`config.mk`:
```
export PLATFORM = sky130hd
export DESIGN_NAME = rx_bit_deserialiser
export DESIGN_NICKNAME = d
export VERILOG_FILES = /design/src/rtl/rx_bit_deserialiser.sv
export SDC_FILE = /design/constraint.sdc
export NUM_CORES = 1
export LEC_CHECK = 0
export BUFFER_PORTS_ARGS = -buffer_cell sky130_fd_sc_hd__buf_2
export CORE_UTILIZATION = 49
export DETAILED_ROUTE_END_ITERATION = 10
export GPL_TIMING_DRIVEN = 0
export HOLD_SLACK_MARGIN = 0.06
export PLACE_DENSITY = 0.74
export SLEW_MARGIN = 0
export SYNTH_ARGS = -nofsm -noshare
export SYNTH_HDL_FRONTEND = slang
export SYNTH_SLANG_ARGS = --single-unit
```
`constraint.sdc`:
```
create_clock -name clk -period 1.85 [get_ports clk]
set_input_delay 0 -clock clk [delete_from_list [all_inputs] [get_ports clk]]
set_output_delay 0 -clock clk [all_outputs]
set_load 0.05 [all_outputs]
```
`src/rtl/rx_bit_deserialiser.sv`:
```
// Packs the LSB-first bit stream from the ISO 14443-3A frame decoder into bytes.
// Trailing partial bytes are reported at end-of-comms together with their bit count.
module rx_bit_deserialiser (
   input  logic       clk,
   input  logic       rst_n,
   input  logic       in_soc,
   input  logic       in_eoc,
   input  logic       in_error,
   input  logic       in_data_valid,
   input  logic       in_data,
   output logic       out_soc,
   output logic       out_eoc,
   output logic       out_error,
   output logic       out_data_valid,
   output logic [7:0] out_data,
   output logic [2:0] out_data_bits
);

   logic [2:0] cnt;
   logic [7:0] sr;
   logic       err_seen;

   always_ff @(posedge clk or negedge rst_n) begin
      if (!rst_n) begin
         cnt            <= '0;
         sr             <= '0;
         err_seen       <= 1'b0;
         out_soc        <= 1'b0;
         out_eoc        <= 1'b0;
         out_error      <= 1'b0;
         out_data_valid <= 1'b0;
         out_data       <= '0;
         out_data_bits  <= '0;
      end else begin
         out_soc        <= in_soc;
         out_eoc        <= in_eoc;
         out_error      <= in_error;
         out_data_valid <= 1'b0;

         if (in_soc) begin
            cnt      <= '0;
            sr       <= '0;
            err_seen <= in_error;
         end else if (in_eoc) begin
            // A coincident error drops the partial byte just like an earlier one.
            if (!err_seen && !in_error && (cnt != 3'd0)) begin
               out_data_valid <= 1'b1;
               out_data       <= sr;
               out_data_bits  <= cnt;
            end
            cnt      <= '0;
            sr       <= '0;
            err_seen <= 1'b0;
         end else if (in_error) begin
            cnt      <= '0;
            sr       <= '0;
            err_seen <= 1'b1;
         end else if (in_data_valid && !err_seen) begin
            if (cnt == 3'd7) begin
               out_data_valid <= 1'b1;
               out_data       <= {in_data, sr[6:0]};
               out_data_bits  <= '0;
               cnt            <= '0;
               sr             <= '0;
            end else begin
               sr[cnt] <= in_data;
               cnt     <= cnt + 3'd1;
            end
         end
      end
   end

endmodule

```
# Word level (Yosys, flattened, before mapping)

Index checks and enable logic that the tools add are counted.

Bits in registers: 27
Input bits: 7
Output and inout bits: 15
Logic and storage cells: 60

$add $sub $neg: 1
Magnitude comparators: 2
Eq/ne operators: 3
Mux-type cells: 32
Bitwise gates (word level): 1
Reduce and logical (&&, ||, !) cells: 12

Operators with widths:

| kind                  | number |
|---|---|
| $mux W8               | 10 |
| $mux W3               | 10 |
| $mux W1               | 10 |
| $bwmux W8             | 1 |
| $reduce_bool A3 Y1    | 2 |
| $reduce_and A5 Y1     | 1 |
| $logic_and A1 B1 Y1   | 4 |
| $lt A3 B4 Y1 const B  | 1 |
| $reduce_bool A2 Y1    | 2 |
| $reduce_bool A4 Y1    | 1 |
| $add A3 B1 Y3 const B | 1 |
| $demux W1 S3          | 1 |
| $eq A3 B3 Y1 const B  | 1 |
| $ge A3 B1 Y1 const B  | 1 |
| $logic_not A1 Y1      | 2 |
| $ne A2 B1 Y1 const B  | 1 |
| $ne A2 B2 Y1 const B  | 1 |
| $not A1 Y1            | 1 |

# Depth between registers and ports, before layout

Word-level depth: 10
Mapped depth: 7
Gate-level depth less buffers: 5

# Least setup slack after synthesis

No wires, ideal clock.

Path type: register -> register
Start: register cnt[0]
End: register out_data[0]
Library setup time: 0.125 ns
Arrival: 1.682 ns
Required time: 1.725 ns
Setup slack: 0.043 ns
Cell stages (with the launch flop): 8
Buffers on the path: 2
Clock period less this slack: 1.807 ns
Cells stage by stage: dfrtp_1 -> clkbuf_1 -> inv_1 -> ha_1 -> nor2b_1 -> o22ai_4 -> buf_12 -> mux2_4

Longest elaborated chain between the ends: 4
Elaborated cells between the ends (all ways): 6
Those cells by class: eq/ne (2); reduce/logical (4)

Ends and longest elaborated chain:

| item                                   | RTL line | text |
|---|---|---|
| start: declaration                     | 19       | `logic [2:0] cnt;` |
| start signal: assignment               | 67       | `cnt <= cnt + 3'd1;` |
| $reduce_bool A3 Y1                     | 46       | `if (!err_seen && !in_error && (cnt != 3'd0)) begin` |
| $logic_and A1 B1 Y1                    | 46       |  |
| $ne A2 B1 Y1 (no source line)          | --       |  |
| $reduce_and A5 Y1 (no source line) (*) | --       |  |
| end signal: assignment                 | 48       | `out_data <= sr;` |
| end signal: assignment                 | 61       | `out_data <= {in_data, sr[6:0]};` |
| end: declaration                       | 15       | `output logic [7:0] out_data,` |

Mark *: on every way between the ends. The rest lies on a longest branch, timed or not.
A chain may end at the register's enable or synchronous reset.

# Worst setup path in the final report

Start: register cnt[0]
End: register out_data[5]

Same word-level chain as after synthesis.

==> results.toml <==
[timing]
tightest_slew_ns = 0.592
fmax_mhz = 559
period_needed_ns = 1.79
maxSlewViolCount = 0
fin_crit_sh_pct = 96.7
finalHoldViolCount = 0
max_slew_margin_pct = 60.3
finalSetupTns_ns = 0
fin_skew_ns = 0.0103
rsz0062_at_grt = "no"
setup_viol = 0

[floorplanning]
die_area_sq_um = 2820
die_x_um = 53.1
dieHeight_um = 53.1
io_pins = 22
rows = 18
start_util_pct = 51.7
coreArea_sq_um = 2480

[detailed_routing]
wl_met1_um = 1170
wl_met3_um = 75
wl_met2_um = 1130
routed_wl_um = 2430
vias = 863
first_pass_iters = 4
drc_errors = 0
wire_per_inst_um = 14.8
top_layer = "met4"
ant_nets = 0
viasPerCell = 5.26
drt_iter0_markers = 18

[grt]
antenna_found_initial = 0
track_usage_pct = 20.0
grt_pass1_wl_um = 3940
grt_pass1_vias = 831
overflow = 0
grt_max_degree = 28

[power_and_ir_drop]
p_leak_nw = 0.771
p_seq_share_pct = 60.9
power_switching_w = 0.000277
p_per_area_nw_per_um2 = 655
peakVddDrop_mv = 0.447
p_int_w = 0.000734
switching_share_pct = 27.4
combinationalPowerShare_pct = 14.2
clkPwrFrac_pct = 24.9

[run]
max_cap_violations = 0

[setup_path]
critPathArrivalTime_ns = 2.01
crit_path_end = "out_data[5]"
startpoint = "cnt[0]"
rr_worst_depth = 7
regToRegStartpoint = "cnt[0]"
timing.reg2reg.setup_slack_ns = 0.06
timing.rr.end = "out_data[5]"
cp-end-kind = "flip-flop"
path_class = "reg2reg"
path_max_fanout = 10
cp-start-kind = "flip-flop"
required_ns = 2.07

[yosys]
yosysWarningCount = 0
syn_avg_cell_area_sq_um = 12.8
synthCells = 100
syn_area_sq_um = 1280
synth-seq-cells = 27
syn_nets = 110
yosysSeqAreaShare_pct = 52.8
ys_types = 24

[layout]
layout_commonest_cell = "dfrtp_1"
register_area_sq_um = 677
nets = 145
utilization_pct = 62.3
antenna_cells = 0
multiInputGateArea_sq_um = 542
syn_to_final_growth_pct = 20.5
layout-drive-gt1-share_pct = 35.8
mostFrequentLayoutCells = "dfrtp_1, buf_2, mux2i_1, nand3_1, inv_1"
fill_cells = 217

[place]
portBuffers = 21
gp_congestion = 0.827
dp_hpwl_um = 1620

[min_path]
hp-class = "in2reg"
worstHoldStart = "in_data"

[clocking]
cts_tree = "yes"
clock-sinks = 27
cts-root-buf = "clkbuf_4"
clk-insertion-delay-late_ns = 0.33
h-tree-depth = 1
clockBufferDepth = 2
cts_buffers = 3
path_clk_slew_ns = 0.14

[outcome]
status = "completed"
==> timing repair <==
action,CTS,global route
resized for setup,4,1
pin swaps,0,2
endpoints found under the setup margin,11,6
endpoints found under the hold margin,34,0
setup buffers,0,5
hold buffers,4,0
==> synthesized netlist by cell type, drive strengths merged <==
| cell | number | area (sq um) |
|---|---|---|
| a21oi | 2 | 10.0 |
| buf | 4 | 40.0 |
| clkbuf | 2 | 7.51 |
| dfrtp | 27 | 676 |
| ha | 3 | 37.5 |
| inv | 7 | 26.3 |
| mux2 | 9 | 124 |
| mux2i | 14 | 140 |
| nand2 | 3 | 11.3 |
| nand3 | 8 | 40.0 |
| nand3b | 2 | 18.8 |
| nor2 | 5 | 18.8 |
| nor2b | 2 | 12.5 |
| nor3 | 1 | 10.0 |
| o2111ai | 6 | 52.6 |
| o211ai | 2 | 15.0 |
| o22ai | 1 | 20.0 |
| or3 | 1 | 6.26 |
| or4b | 1 | 13.8 |
==> worst min-delay path by stage <==
| stage | endpoint | slack (ns) | cells past startpoint |
|---|---|---|---|
| final | out_data[7] | 0.09 | 3 |
| after global routing | out_data[7] | 0.09 | 3 |
| after CTS | out_data[7] | 0.07 | 3 |
| after detailed placement | out_data[7] | 0.04 | 1 |
| after global placement | out_data_valid | 0.03 | 1 |
| after floorplan | cnt[0] | -0.30 | 0 |
==> through the flow <==
| step | cells | power (W) | instance area [sq um] | hold WS, ns | setup slack [ns] |
|---|---|---|---|---|---|
| after floorplan | 100 | 0.000717 | 1280 | -0.296 | 0.0425 |
| after global placement | 151 | 0.000759 | 1420 | 0.0282 | -0.102 |
| after detailed placement | 151 | 0.000763 | 1420 | 0.0407 | -0.139 |
| after CTS | 159 | 0.00102 | 1500 | 0.0748 | 0.00921 |
| after global routing | 164 | 0.00106 | 1540 | 0.0864 | 0.00955 |
| final | 164 | 0.00101 | 1540 | 0.0879 | 0.0613 |
==> layer usage <==
layer  vias up  track usage (%)
met5         -                0
met4         0             8.33
met3         4             2.87
met2        18             32.1
met1       417             26.8
li1        424                -
==> logic make-up (layout without fill, tap and decap cells) <==
kind of cell / after synthesis / count (layout) / synth area share [%]
DFF: 27 / 27 / 52.8
muxes: 23 / 23 / 20.6
and+or+nand+nor: 23 / 23 / 10.3
buffers and inverters: 13 / 47 / 5.77
AOI/OAI and AO/OA: 11 / 11 / 7.62
adders and majority gates: 3 / 3 / 2.93
==> cell type report <==
| class | count | share of cell area [%] |
|---|---|---|
| clock buffers | 4 | 1.70 |
| repair buffers | 30 | 11.8 |
| inverters | 7 | 1.70 |
| plain buffers | 6 | 3.33 |
| multi-input cells | 60 | 35.1 |
| well taps | 30 | 2.43 |
| flip-flops and latches | 27 | 43.9 |
==> critical path, cell delays in order, from the launching register on <==
cell and delay, ns:
dfrtp_1 0.37, clkbuf_4 0.18, inv_1 0.08, ha_1 0.19
nor2b_1 0.15, o22ai_4 0.23, buf_12 0.18, mux2_4 0.30
==> sequential cells by signal, summed over array words and instances (netlist names) <==
register        cells
out_data_valid      1
out_eoc             1
err_seen            1
out_soc             1
out_error           1
out_data_bits       3
out_data            8
sr                  8
cnt                 3
==> power groups by stage <==
stage | registers (W) | logic, W | clock network, W
after floorplan | 0.000676 | 0.0000414 | 0
after global placement | 0.000625 | 0.000133 | 0
after detailed placement | 0.000627 | 0.000136 | 0
after CTS | 0.000616 | 0.000144 | 0.000263
after global routing | 0.000618 | 0.000156 | 0.000282
final | 0.000616 | 0.000143 | 0.000252
(Power assumes the default switching activity.)
